File: src/rtl/eggtimer_pkg.sv
// Shared widths, limits and mm:ss helpers for the egg timer blocks.
// Pure definitions; no clocked logic and no flow control.
package eggtimer_pkg;

    localparam int MIN_W           = 7;
    localparam int SEC_W           = 6;
    localparam int SEC_MAX         = 59;
    localparam int DEFAULT_MAX_MIN = 99;

    typedef struct packed {
        logic [MIN_W-1:0] mins;
        logic [SEC_W-1:0] secs;
    } mmss_t;

    function automatic logic [MIN_W-1:0] clamp_min(input logic [MIN_W-1:0] v,
                                                   input int              max_min);
        return (v > MIN_W'(max_min)) ? MIN_W'(max_min) : v;
    endfunction

    function automatic logic [SEC_W-1:0] clamp_sec(input logic [SEC_W-1:0] v);
        return (v > SEC_W'(SEC_MAX)) ? SEC_W'(SEC_MAX) : v;
    endfunction

    function automatic logic mmss_is_zero(input mmss_t t);
        return (t.mins == '0) && (t.secs == '0);
    endfunction

endpackage

File: src/rtl/tick_prescaler.sv
// Divides i_clk by DIV into a one-cycle o_tick; counter holds while i_en=0.
// Tick is combinational on the last enabled count; i_clr restarts the phase.
module tick_prescaler #(
    parameter int DIV = 100_000_000
) (
    input  logic i_clk,
    input  logic i_reset,
    input  logic i_en,
    input  logic i_clr,
    output logic o_tick
);

    localparam int CW = (DIV > 2) ? $clog2(DIV) : 1;

    logic [CW-1:0] r_cnt;
    logic          w_last;

    assign w_last = (r_cnt == CW'(DIV - 1));
    assign o_tick = i_en && w_last;

    always_ff @(posedge i_clk) begin
        if (i_reset) begin
            r_cnt <= '0;
        end else if (i_clr) begin
            r_cnt <= '0;
        end else if (i_en) begin
            r_cnt <= w_last ? '0 : r_cnt + CW'(1);
        end
    end

endmodule

File: src/rtl/countdown_timer.sv
// mm:ss countdown: loads a clamped setting, steps down once per TICK_DIV enabled cycles.
// Count is registered (1 cycle after load/tick); o_timer_done is combinational from it.
module countdown_timer
    import eggtimer_pkg::*;
#(
    parameter int TICK_DIV = 100_000_000,
    parameter int MAX_MIN  = DEFAULT_MAX_MIN
) (
    input  logic             i_clk,
    input  logic             i_reset,
    input  logic             i_load_timer,
    input  logic             i_timer_enable,
    input  logic [MIN_W-1:0] i_load_minutes,
    input  logic [SEC_W-1:0] i_load_seconds,
    output logic [MIN_W-1:0] o_minutes,
    output logic [SEC_W-1:0] o_seconds,
    output logic             o_timer_done,
    output logic             o_done_pulse
);

    mmss_t r_count;
    mmss_t w_next;
    logic  r_done_pulse;
    logic  w_tick_raw;
    logic  w_tick;
    logic  w_arrive;

    tick_prescaler #(
        .DIV (TICK_DIV)
    ) u_prescaler (
        .i_clk   (i_clk),
        .i_reset (i_reset),
        .i_en    (i_timer_enable),
        .i_clr   (i_load_timer),
        .o_tick  (w_tick_raw)
    );

    // A load in the same cycle swallows the tick.
    assign w_tick   = w_tick_raw && !i_load_timer;
    assign w_arrive = w_tick && (r_count.mins == '0) && (r_count.secs == SEC_W'(1));

    always_comb begin
        w_next = r_count;
        if (i_load_timer) begin
            w_next.mins = clamp_min(i_load_minutes, MAX_MIN);
            w_next.secs = clamp_sec(i_load_seconds);
        end else if (w_tick) begin
            if (r_count.secs != '0) begin
                w_next.secs = r_count.secs - SEC_W'(1);
            end else if (r_count.mins != '0) begin
                w_next.mins = r_count.mins - MIN_W'(1);
                w_next.secs = SEC_W'(SEC_MAX);
            end
        end
    end

    always_ff @(posedge i_clk) begin
        if (i_reset) begin
            r_count      <= '0;
            r_done_pulse <= 1'b0;
        end else begin
            r_count      <= w_next;
            r_done_pulse <= w_arrive;
        end
    end

    assign o_minutes    = r_count.mins;
    assign o_seconds    = r_count.secs;
    assign o_timer_done = mmss_is_zero(r_count);
    assign o_done_pulse = r_done_pulse;

endmodule
File: config.mk
export PLATFORM = sky130hd
export DESIGN_NAME = countdown_timer
export DESIGN_NICKNAME = d
export VERILOG_FILES = /design/src/rtl/eggtimer_pkg.sv /design/src/rtl/tick_prescaler.sv /design/src/rtl/countdown_timer.sv
export SDC_FILE = /design/constraint.sdc
export NUM_CORES = 1
export LEC_CHECK = 0
export CAP_MARGIN = 20
export CORE_MARGIN = 3
export CORE_UTILIZATION = 27
export CTS_BUF_LIST = sky130_fd_sc_hd__clkbuf_8
export CTS_CLUSTER_DIAMETER = 30
export DETAILED_ROUTE_END_ITERATION = 8
export PLACE_DENSITY = 0.53
export SLEW_MARGIN = 20
export SYNTH_ARGS = -nofsm -noshare
export SYNTH_HDL_FRONTEND = slang
export SYNTH_SLANG_ARGS = --single-unit
File: constraint.sdc
create_clock -name i_clk -period 1.86 [get_ports i_clk]
set_clock_uncertainty 0.05 [all_clocks]
set_input_delay 0.279 -clock i_clk [delete_from_list [all_inputs] [get_ports i_clk]]
set_output_delay 0.279 -clock i_clk [all_outputs]
set_load 0.05 [all_outputs]
* Yosys cells after proc, flatten, opt, wreduce, memory -nomap -nowiden *
Cells that the tools add are included.

cells by class
  add/sub/neg operators = 3
  multipliers = 0
  divide/modulo/power cells = 0
  $lt $le $gt $ge = 2
  equality and inequality tests = 3
  shift-type cells = 0
  multiplexer cells = 8
  bitwise logic cells = 0
  reductions and logical operators = 16

operators by type and width
  operator               count
  $mux 13                3
  $add 27x1->27 const B  1
  $eq 27x27->1 const B   1
  $mux 27                1
  $mux 7                 2
  $mux 6                 2
  $gt 7x7->1 const B     1
  $logic_not 7->1        1
  $reduce_bool 7->1      1
  $sub 7x1->7 const B    1
  $eq 6x1->1 const B     1
  $gt 6x6->1 const B     1
  $logic_not 6->1        1
  $reduce_bool 6->1      1
  $sub 6x1->6 const B    1
  $logic_and 1x1->1      5
  $reduce_bool 2->1      2
  $reduce_and 3->1       1
  $reduce_bool 3->1      1
  $ne 2x2->1 const B     1
  $reduce_and 2->1       1
  $reduce_or 2->1        1
  $logic_not 1->1        1

storage, ports and cells
  register bits = 41
  latch bits = 0
  memory bits (writable) = 0
  memory bits (read-only) = 0
  input bits = 17
  output and inout port bits = 15
  word-level logic and storage cells = 36
  memories = 0

* Logic depth before layout (Yosys ltp) *
Gate-level depths: netlist of the first run.

  depth after elaboration = 5
  mapped depth = 8
  depth with buffers taken out = 6

* Modules after synthesis *
A second synthesis of the first run with hierarchy kept.

second synthesis, totals
  cell total of the unflattened synthesis = 274
  area total of the unflattened synthesis = 2274.7 um^2

modules (own cells, without submodules)
  module           instances  cells each  area each (um^2)  sequential area each (um^2)
  tick_prescaler   1          156         1347.5            540.5
  countdown_timer  1          118         927.1             280.3

* Worst setup path after synthesis of the first run *
No wires, ideal clock.

  path kind = reg2reg
  from = reg r_count (netlist bit o_seconds[2])
  to = reg r_count (netlist bit o_seconds[2])
  library setup time = 0.121 ns
  data arrival time = 2.375 ns
  required time = 1.689 ns
  setup slack = -0.686 ns
  cell stages (with the launch flop) = 6
  path buffers = 0
  period minus slack after synthesis = 2.546 ns
  cell sequence = dfxtp_1 > nor4_2 > nand2_1 > nor2_1 > o21a_4 > mux2_4

between the ends
  cells in the longest elaborated chain, start to end = 4
  elaborated cells on any way between the ends = 7
  those cells by class = add/sub: 1; mux: 3; reduce/logical: 3

RTL lines
  element                                                  RTL line                                      RTL
  start: declaration                                       countdown_timer.sv:21                         mmss_t r_count;
  start signal: assignment                                 countdown_timer.sv:62                         r_count <= w_next;
  $sub 6x1->6 / $reduce_bool 6->1 (equally long branches)  countdown_timer.sv:49, countdown_timer.sv:48
  $mux 6                                                   countdown_timer.sv:48                         if (r_count.secs != '0) begin
  $mux 13                                                  countdown_timer.sv:47                         end else if (w_tick) begin
  $mux 13                                                  countdown_timer.sv:44                         if (i_load_timer) begin

Parallel ways exist; a longest one is shown, timed or not. The select of a mux whose other input is x is not followed.
A chain may end at the register's enable or synchronous reset.

* Final worst setup path of the first run *
  from = in i_timer_enable
  to = reg r_count (netlist bit o_minutes[5])

between the ends
  cells in the longest elaborated chain, start to end = 4

RTL lines
  element                             RTL line               RTL
  start: declaration                  countdown_timer.sv:12  input logic i_timer_enable,
  $logic_and 1x1->1                   tick_prescaler.sv:19   assign o_tick = i_en && w_last;
  $logic_and 1x1->1                   countdown_timer.sv:39  assign w_tick = w_tick_raw && !i_load_timer;
  $reduce_bool 2->1 (no source line)  --
  $reduce_and 3->1 (no source line)   --

No other way between the ends.

==> results of run 1 <==
## per-stage QoR
stage | setup TNS, ps | area [sq um] | setup slack, ps | hold WS (ps)
final | 0 | 3238 | 25.64 | 459.8
after CTS | -0.6650 | 3181 | -0.6650 | 465.5
after global routing | -183.4 | 3238 | -60.37 | 488.1
after detailed placement | -10200 | 3057 | -332.1 | 446.2
after global placement | -9365 | 3057 | -324.7 | 443.4
after floorplan | -3.267 | 2323 | -3.267 | 365.7
## what timing repair did
action	in CTS	in global routing
buffers inserted	2	2
resized for setup	4	12
pin swaps	6	9
hold buffers	0	0
setup endpoints to repair	26	36
## cell families after synthesis
group	synth area share [%]
XOR/XNOR	10.79
flip-flops	36.12
multiplexers	4.240
AO/OA/AOI/OAI	8.205
adder cells (fa/ha/maj)	3.304
buffers and inverters	4.956
AND/OR/NAND/NOR	32.38
## cell usage after synthesis, types with 2 or more instances
library cell,instances
nor3_1,11
mux2i_1,7
a2111oi_2,2
xnor2_1,10
nor4_1,2
nor4b_1,3
nand2_1,14
dfxtp_1,41
and3_1,8
xor2_1,18
o21ai_0,8
nand2b_1,2
ha_1,6
a21oi_1,7
buf_6,2
nor2_1,45
nor4b_2,2
and4_1,5
nand4_1,14
inv_1,12
and2_1,3
nand3_1,13
buf_2,3
clkbuf_1,5
nor2b_1,2
## critical path, cell delays in order
cell and delay, ps:
clkdlybuf4s50_1 480, and4_4 240, nand4_2 120, nor4b_2 270, buf_4 190, buf_6 110, mux2i_1 160, and3_1 160
## layer usage
layer | GRT usage, % | up-vias | wire, um
met5 | 0 | - | 0
met4 | 2.875 | 0 | 44
met3 | 2.214 | 4 | 126
met2 | 19.14 | 22 | 2589
met1 | 16.03 | 1007 | 2773
li1 | - | 1103 | -
## sequential cells by signal (all words and copies together) (netlist names)
| signal | count |
|---|---|
| o_done_pulse | 1 |
| u_prescaler.r_cnt | 27 |
| o_seconds | 6 |
| o_minutes | 7 |
## how the worst max path moves through the flow
stage	from	to	cells past startpoint
2_1_floorplan	u_prescaler.r_cnt[1]	o_seconds[2]	7
3_3_place_gp	i_timer_enable	o_minutes[6]	7
3_5_place_dp	i_timer_enable	o_minutes[6]	7
4_1_cts	u_prescaler.r_cnt[17]	o_minutes[2]	7
5_1_grt	u_prescaler.r_cnt[11]	o_minutes[5]	7
6_report	i_timer_enable	o_minutes[5]	8
## power by group through the flow
stage               combinational (mW)  clock [mW]  sequential (mW)
floorplan                        0.192           0             1.04
global placement                 0.458           0            0.952
detailed placement               0.458           0            0.953
CTS                              0.465       0.630            0.932
global route                     0.510       0.665            0.938
finish                           0.467       0.589            0.933
## layout make-up
type | count | area (sq um) | area share [%]
Timing Repair Buffer | 83 | 710.7 | 21.95
Tap cell | 102 | 127.6 | 3.941
Sequential cell | 41 | 852.1 | 26.31
Multi-Input combinational cell | 204 | 1410 | 43.55
Inverter | 12 | 47.55 | 1.468
Clock buffer | 6 | 82.58 | 2.550
Clock inverter | 2 | 7.507 | 0.2318
==> results.tsv, run 1 <==
metric	value	unit
filler cell count	808	
startpoint of the lowest-slack hold path	o_seconds[1]	
worst min path class	reg -> reg	
Clock Pin Slew Worst Setup and Hold Paths	80	ps
largest area contributor in the synthesized netlist	dfxtp_1	
Combinational Power Share	23.5	%
FF-to-FF setup slack	30	ps
Core Region	7928	sq um
static leakage	1.305	nW
Die Y	97.74	um
Period minus WS final	1834	ps
relative slew slack	66.64	%
GRT Overall Usage	11.72	%
DRC Markers	0	
unrepaired setup endpoints after global routing	yes	
initial antenna violation count	0	
reg2reg path depth	8	
fin util	40.85	%
setup violators final	0	
most frequent cells in the layout	buf_4 (57), nor2_1 (43), dfxtp_1 (24)	
Die Wd	97.74	um
final global-route overflow total	0	
register area share after synthesis	36.12	%
number of global-route vias before repair	2072	
syn_nets	292	
CP Data Required Time	2040	ps
initial drt markers	60	
Post-DRT Antenna Nets	0	
CTS Buffer Depth	2	
Area Overhead vs Synth	42.51	%
internal power consumption	1.405	mW
Placed Instances	438	
H-Tree Depth	2	
reg-to-reg endpoint	o_minutes[5]	
max cap viols	0	
commonest non-fill, non-tap cell in the layout	buf_4	
Hold Crit Endpoint	o_seconds[1]	
global-route wire length before repair	9.522	mm
Worst setup SP type	primary input	
dpl hpwl	4.187	mm
CTS Buf Count	5	
power per standard cell area	614.2	nW/um^2
Slew Limit Fails	0	
# rows	32	
Avg Cell Area, Syn	8.447	sq um
die area	9552	sq um
Detailed Route WL	5.534	mm
Yosys cell types	49	
Tcrit/Tclk final	98.62	%
Area contributors post-synth	dfxtp_1 (36%), nor2_1 (7.4%), xor2_1 (6.9%)	
Port Buffers	31	
DR WL/cell	12.30	um
TritonCTS clock tree	built	
Max VDD drop	0.0003308	V
Net Sw Power	583.5	uW
CTS Sinks	41	
top-level port count	32	
Yosys top cell area share	36.12	%
clock share of power	29.6	%
vias	2136	
Flop pwr share	46.9	%
crit path max fanout	5	
critical path class	in -> reg	
synthesis warning total	0	
1st-pass router iterations	4	
Initial Util	28.66	%
GP Congestion	0.8369	
CTS Root Cell	clkbuf_8	
critical register-to-register path startpoint	u_prescaler.r_cnt[0]	
# diodes	0	
total power	1.989	mW
status	complete, no violations	
#FFs+latches synth	41	
Post-Synthesis Cells	269	
largest net degree at the start of global routing	25	
WHS Path Cells	2	
worst skew pair latency	290	ps
Total Nets Final	370	
Worst Tran Pin Value	498.8	ps
ys flop type	dfxtp_1	
non-filler instance count after layout	450	
share of layout cells above drive strength 1	31.03	%
switching share of power	29.34	%
upper clock frequency limit	0.5452	GHz
Hold Fails Final Rpt	0	
ys async rst share	0	%
Worst EP arrival	2010	ps
Worst setup EP type	flip-flop	
EDFF count, synth	0	
cell area after synthesis	2272	sq um
Vias/cell	4.747	
Note: power is estimated with default switching activity, not from simulation.
==> run 2: changes to the inputs <==
--- a/config.mk
+++ b/config.mk
@@ -7,11 +7,12 @@
 export LEC_CHECK = 0
 export CAP_MARGIN = 20
 export CORE_MARGIN = 3
-export CORE_UTILIZATION = 27
+export CORE_UTILIZATION = 45
 export CTS_BUF_LIST = sky130_fd_sc_hd__clkbuf_8
 export CTS_CLUSTER_DIAMETER = 30
 export DETAILED_ROUTE_END_ITERATION = 8
-export PLACE_DENSITY = 0.53
+export PLACE_DENSITY = 0.76
+export REMOVE_ABC_BUFFERS = 1
 export SLEW_MARGIN = 20
 export SYNTH_ARGS = -nofsm -noshare
 export SYNTH_HDL_FRONTEND = slang
==> results.tsv, run 2 (synthesis results as in run 1) <==
metric	value	unit	change
DR WL/cell	13.25	um	+7.8%
die area	5938	sq um	-38%
GRT Overall Usage	19.85	%	+8.1 points
CTS Sinks	41		unchanged
most frequent cells in the layout	buf_4 (65), nor2_1 (43), dfxtp_1 (36)		
Worst setup EP type	flip-flop		
failing checks	negative setup slack		
final global-route overflow total	0		unchanged
1st-pass router iterations	4		unchanged
Top reg by flops	u_prescaler.r_cnt		
Detailed Route WL	5.553	mm	+0.34%
Core Region	4817	sq um	-39%
max cap viols	0		unchanged
CTS Root Cell	clkbuf_8		
top-level port count	32		unchanged
global-route wire length before repair	9.749	mm	+2.4%
worst min path class	reg -> reg		
Vias/cell	5.248		+11%
static leakage	1.348	nW	+3.3%
power per standard cell area	665.8	nW/um^2	+8.4%
Clock Pin Slew Worst Setup and Hold Paths	80	ps	about the same
Period minus WS final	1888	ps	+53.15 ps
delay-heaviest family, CP	simple AND/OR/NAND/NOR gates		
largest net degree at the start of global routing	25		unchanged
critical path buffer and inverter count	2		-1
Area Overhead vs Synth	42.02	%	
Port Buffers	31		unchanged
pre-CTS WS	-306.5	ps	+25.56 ps
vias	2199		+2.9%
DRC Markers	0		unchanged
CP dominant cell by count	buf_4		
upper clock frequency limit	0.5298	GHz	-2.8%
number of global-route vias before repair	2225		+7.4%
H-Tree Depth	2		unchanged
Die Wd	77.06	um	-21%
setup violators final	2		+2
# rows	25		-22%
Die Y	77.06	um	-21%
slowest CP cell	dfxtp_4		
Worst Tran Pin Value	507.3	ps	+8.469 ps
Hold Fails Final Rpt	0		unchanged
commonest non-fill, non-tap cell in the layout	buf_4		
hold_ws	468.0	ps	+8.272 ps
Initial Util	47.17	%	+19 points
CP cell instances	nor4b_4 > nand4_1 > nor4b_2 > buf_4 > buf_4 > mux2i_2 > nor3b_2		
CTS Buffer Depth	2		unchanged
Worst EP arrival	2030	ps	+20 ps
Worst setup SP type	flip-flop		
CTS Buf Count	5		unchanged
worst skew pair latency	300	ps	about the same
crit path max fanout	7		+2
relative slew slack	66.07	%	-0.57 points
unrepaired setup endpoints after global routing	yes		
TritonCTS clock tree	built		
initial drt markers	108		+80%
share of layout cells above drive strength 1	29.55	%	-1.5 points
# diodes	0		unchanged
post-route setup slack	-27.50	ps	-53.15 ps
dpl hpwl	4.021	mm	-4.0%
CP Data Required Time	2000	ps	-40 ps
max reg flops	27		unchanged
Tcrit/Tclk final	101.5	%	+2.9 points
initial antenna violation count	0		unchanged
critical path class	reg -> reg		
status	complete, but fails checks		
Slowest Stage Delay on Critical Path	380	ps	-100 ps
Max VDD drop	0.0004195	V	+27%
Slew Limit Fails	0		unchanged
Total Nets Final	374		+1.1%
Post-DRT Antenna Nets	0		unchanged
filler cell count	403		-50%
GP Congestion	0.8512		+1.7%
-- run 2: cell count changes in the layout (fill, tap and decap cells not counted), sizes merged --
cell / previous run / this run
buf: 61 / 68
clkdlybuf4s50: 22 / 18
bufinv: 0 / 1
dlymetal6s2s: 0 / 1
inv: 14 / 13
-- run 2: cell type report --
cell class | count | area [sq um] | area share [%]
well taps | 67 | 83.83 | 2.598
flip-flops and latches | 41 | 829.5 | 25.71
repair buffers | 87 | 732.0 | 22.68
inverters | 12 | 45.04 | 1.396
multi-input cells | 204 | 1420 | 44.01
clock inverters | 2 | 33.78 | 1.047
clock buffers | 6 | 82.58 | 2.559
-- run 2: power by group --
group | total, mW | internal, mW | switching, mW
logic | 0.483 | 0.217 | 0.266
registers | 0.923 | 0.901 | 0.0215
clock network | 0.742 | 0.432 | 0.310
-- run 2: per-stage QoR --
| stage | cell area (sq um) | utilization (%) | cells | TNS, ps | power (mW) |
|---|---|---|---|---|---|
| after floorplan | 2205 | - | 257 | -6687 | 1.197 |
| after global routing | 3227 | 66.99 | 419 | -596.0 | 2.248 |
| after detailed placement | 2992 | 62.10 | 408 | -9709 | 1.404 |
| after global placement | 2992 | 62.10 | 408 | -8576 | 1.398 |
| final | 3227 | 66.99 | 419 | -31.84 | 2.148 |
| after CTS | 3171 | 65.82 | 418 | -6.099 | 2.163 |
-- run 2: worst min-delay path: stages, from the launching register on --
cell	delay, ps
dfxtp_1	350
xor2_1	70
nor2_1	70
-- run 2: worst paths after layout --
kind	from	endpoint	slack, ps	cells past startpoint
max	u_prescaler.r_cnt[8]	o_minutes[4]	-30	7
min	u_prescaler.r_cnt[6]	u_prescaler.r_cnt[6]	470	2
max reg2reg	u_prescaler.r_cnt[8]	o_minutes[4]	-30	7
min reg2reg	u_prescaler.r_cnt[6]	u_prescaler.r_cnt[6]	470	2
-- run 2: what timing repair did --
item / in CTS / in global routing
setup buffers: 2 / 2
resized for setup: 11 / 16
endpoints found under the setup margin: 35 / 40
hold buffers: 0 / 0
pin swaps: 5 / 8
gates cloned: 0 / 0
-- run 2: layer usage --
layer  wire, um  global-route usage [%]  vias up
li1           -                       -     1113
met2       2793                   35.71       56
met3        244                   4.108       15
met5          0                       0        -
met4        134                   6.584        0
met1       2380                   23.34     1015
==> run 3: changes to the inputs <==
--- a/config.mk
+++ b/config.mk
@@ -17,3 +17,4 @@
 export SYNTH_ARGS = -nofsm -noshare
 export SYNTH_HDL_FRONTEND = slang
 export SYNTH_SLANG_ARGS = --single-unit
+export TNS_END_PERCENT = 10
==> results.tsv, run 3 (synthesis results as in run 1) <==
metric	value	unit	change
final global-route overflow total	0		unchanged
worst min path class	reg -> reg		
Vias/cell	5.266		+0.33%
Top reg by flops	u_prescaler.r_cnt		
Worst setup EP type	flip-flop		
CTS Buffer Depth	2		unchanged
Worst Tran Pin Value	507.3	ps	+0.0007749 ps
Port Buffers	31		unchanged
Hold Fails Final Rpt	0		unchanged
Worst setup SP type	flip-flop		
Tcrit/Tclk final	101.9	%	+0.45 points
Seq. cell area	829.5	sq um	unchanged
Area Overhead vs Synth	41.74	%	
1st-pass router iterations	4		unchanged
filler cell count	405		+0.50%
upper clock frequency limit	0.5275	GHz	-0.44%
critical register-to-register path startpoint	u_prescaler.r_cnt[17]		
GP Congestion	0.8512		unchanged
worst skew pair latency	300	ps	about the same
Max VDD drop	0.0004220	V	+0.58%
# diodes	0		unchanged
TritonCTS clock tree	built		
dpl hpwl	4.021	mm	unchanged
critical path class	reg -> reg		
GRT Overall Usage	19.85	%	unchanged
CTS Root Cell	clkbuf_8		
slowest CP cell	dfxtp_2		
cts-stage hold buffer count	0		unchanged
vias	2201		+0.091%
failing checks	negative setup slack		
startpoint of the lowest-slack hold path	u_prescaler.r_cnt[6]		
initial drt markers	108		unchanged
CTS Sinks	41		unchanged
most frequent cells in the layout	buf_4 (63), nor2_1 (44), dfxtp_1 (36)		
Initial Util	47.17	%	unchanged
Total Nets Final	373		-0.27%
max cap viols	0		unchanged
total power	2.141	mW	-0.32%
Hold Crit Endpoint	u_prescaler.r_cnt[6]		
reg2reg path depth	7		unchanged
post-route setup slack	-35.88	ps	-8.379 ps
CP cell instances	nor4b_4 > nand4_1 > nor4b_2 > buf_4 > buf_4 > mux2i_2 > nor3b_2		
Period minus WS final	1896	ps	+8.379 ps
Core Region	4817	sq um	unchanged
number of global-route vias before repair	2225		unchanged
reg-to-reg endpoint	o_minutes[4]		
crit path max fanout	7		unchanged
largest net degree at the start of global routing	25		unchanged
DR WL/cell	13.15	um	-0.81%
CP Data Required Time	2000	ps	about the same
Slew Limit Fails	0		unchanged
H-Tree Depth	2		unchanged
Detailed Route WL	5.495	mm	-1.0%
power per standard cell area	664.9	nW/um^2	-0.13%
relative slew slack	66.07	%	unchanged
die area	5938	sq um	unchanged
Worst EP arrival	2040	ps	about the same
Die Wd	77.06	um	unchanged
top-level port count	32		unchanged
initial antenna violation count	0		unchanged
DRC Markers	0		unchanged
hold_ws	467.9	ps	-0.1160 ps
Slowest Stage Delay on Critical Path	340	ps	-40 ps
status	complete, but fails checks		
CTS Buf Count	5		unchanged
commonest non-fill, non-tap cell in the layout	buf_4		
FF-to-FF setup slack	-40	ps	about the same
max reg flops	27		unchanged
setup violators final	2		unchanged
static leakage	1.346	nW	-0.19%
Post-DRT Antenna Nets	0		unchanged
# rows	25		unchanged
Die Y	77.06	um	unchanged
share of layout cells above drive strength 1	28.21	%	-1.3 points
global-route wire length before repair	9.749	mm	unchanged
area of the multi-input gates	1418	sq um	-0.18%
WHS Path Cells	2		unchanged
unrepaired setup endpoints after global routing	yes		
CP dominant cell by count	buf_4		
Clock Pin Slew Worst Setup and Hold Paths	80	ps	about the same
==> run 3: changes by cell type in the layout (fill, tap and decap cells not counted), sizes merged <==
cell	delta
buf	-1
==> run 3: worst max-delay path by stage <==
stage	end	start	depth (start not counted)	slack [ps]
5_1_grt	o_minutes[5]	u_prescaler.r_cnt[8]	7	-140
6_report	o_minutes[4]	u_prescaler.r_cnt[17]	7	-40
2_1_floorplan	o_seconds[2]	o_seconds[2]	5	-690
3_3_place_gp	o_minutes[6]	i_timer_enable	7	-280
4_1_cts	o_minutes[4]	u_prescaler.r_cnt[1]	8	-5
3_5_place_dp	o_minutes[6]	i_timer_enable	7	-310
==> run 3: stage by stage <==
stage / setup TNS, ps / setup slack, ps / std cells / utilization, % / instance area (sq um)
6_report: -48.07 / -35.88 / 418 / 66.86 / 3221
3_3_place_gp: -8576 / -282.8 / 408 / 62.10 / 2992
5_1_grt: -709.5 / -138.1 / 418 / 66.86 / 3221
2_1_floorplan: -6687 / -686.4 / 257 / - / 2205
3_5_place_dp: -9709 / -306.5 / 408 / 62.10 / 2992
4_1_cts: -6.099 / -4.989 / 418 / 65.82 / 3171
==> run 3: what timing repair did <==
item / CTS / global route
endpoints found under the setup margin: 35 / 40
pin swaps: 5 / 8
buffers inserted: 2 / 0
gates resized for setup: 11 / 12
==> run 3: critical path: cells and delay by family (launching register included) <==
| kind | cells | cell delay [ps] |
|---|---|---|
| buffers and inverters | 2 | 320 |
| flip-flops | 1 | 340 |
| multiplexers | 1 | 220 |
| AND/OR/NAND/NOR | 4 | 870 |
==> run 3: per-layer routing <==
metal / global-route usage, % / up-vias / share of wire [%]
li1: - / 1109 / -
met1: 23.34 / 1029 / 44
met2: 35.71 / 52 / 50
met3: 4.108 / 11 / 3.7
met4: 6.584 / 0 / 1.8
met5: 0 / - / 0
==> run 3: final cells by class <==
type                            instances  share of cell area, %
Clock buffer                            6                  2.564
Timing Repair Buffer                   86                  22.61
Tap cell                               67                  2.603
Inverter                               12                  1.399
Clock inverter                          2                  1.049
Multi-Input combinational cell        204                  44.02
Sequential cell                        41                  25.76
==> run 3: where the power goes <==
part | switching (mW) | total [mW] | internal [mW]
clock | 0.307 | 0.739 | 0.432
sequential | 0.0204 | 0.922 | 0.901
combinational | 0.264 | 0.481 | 0.217
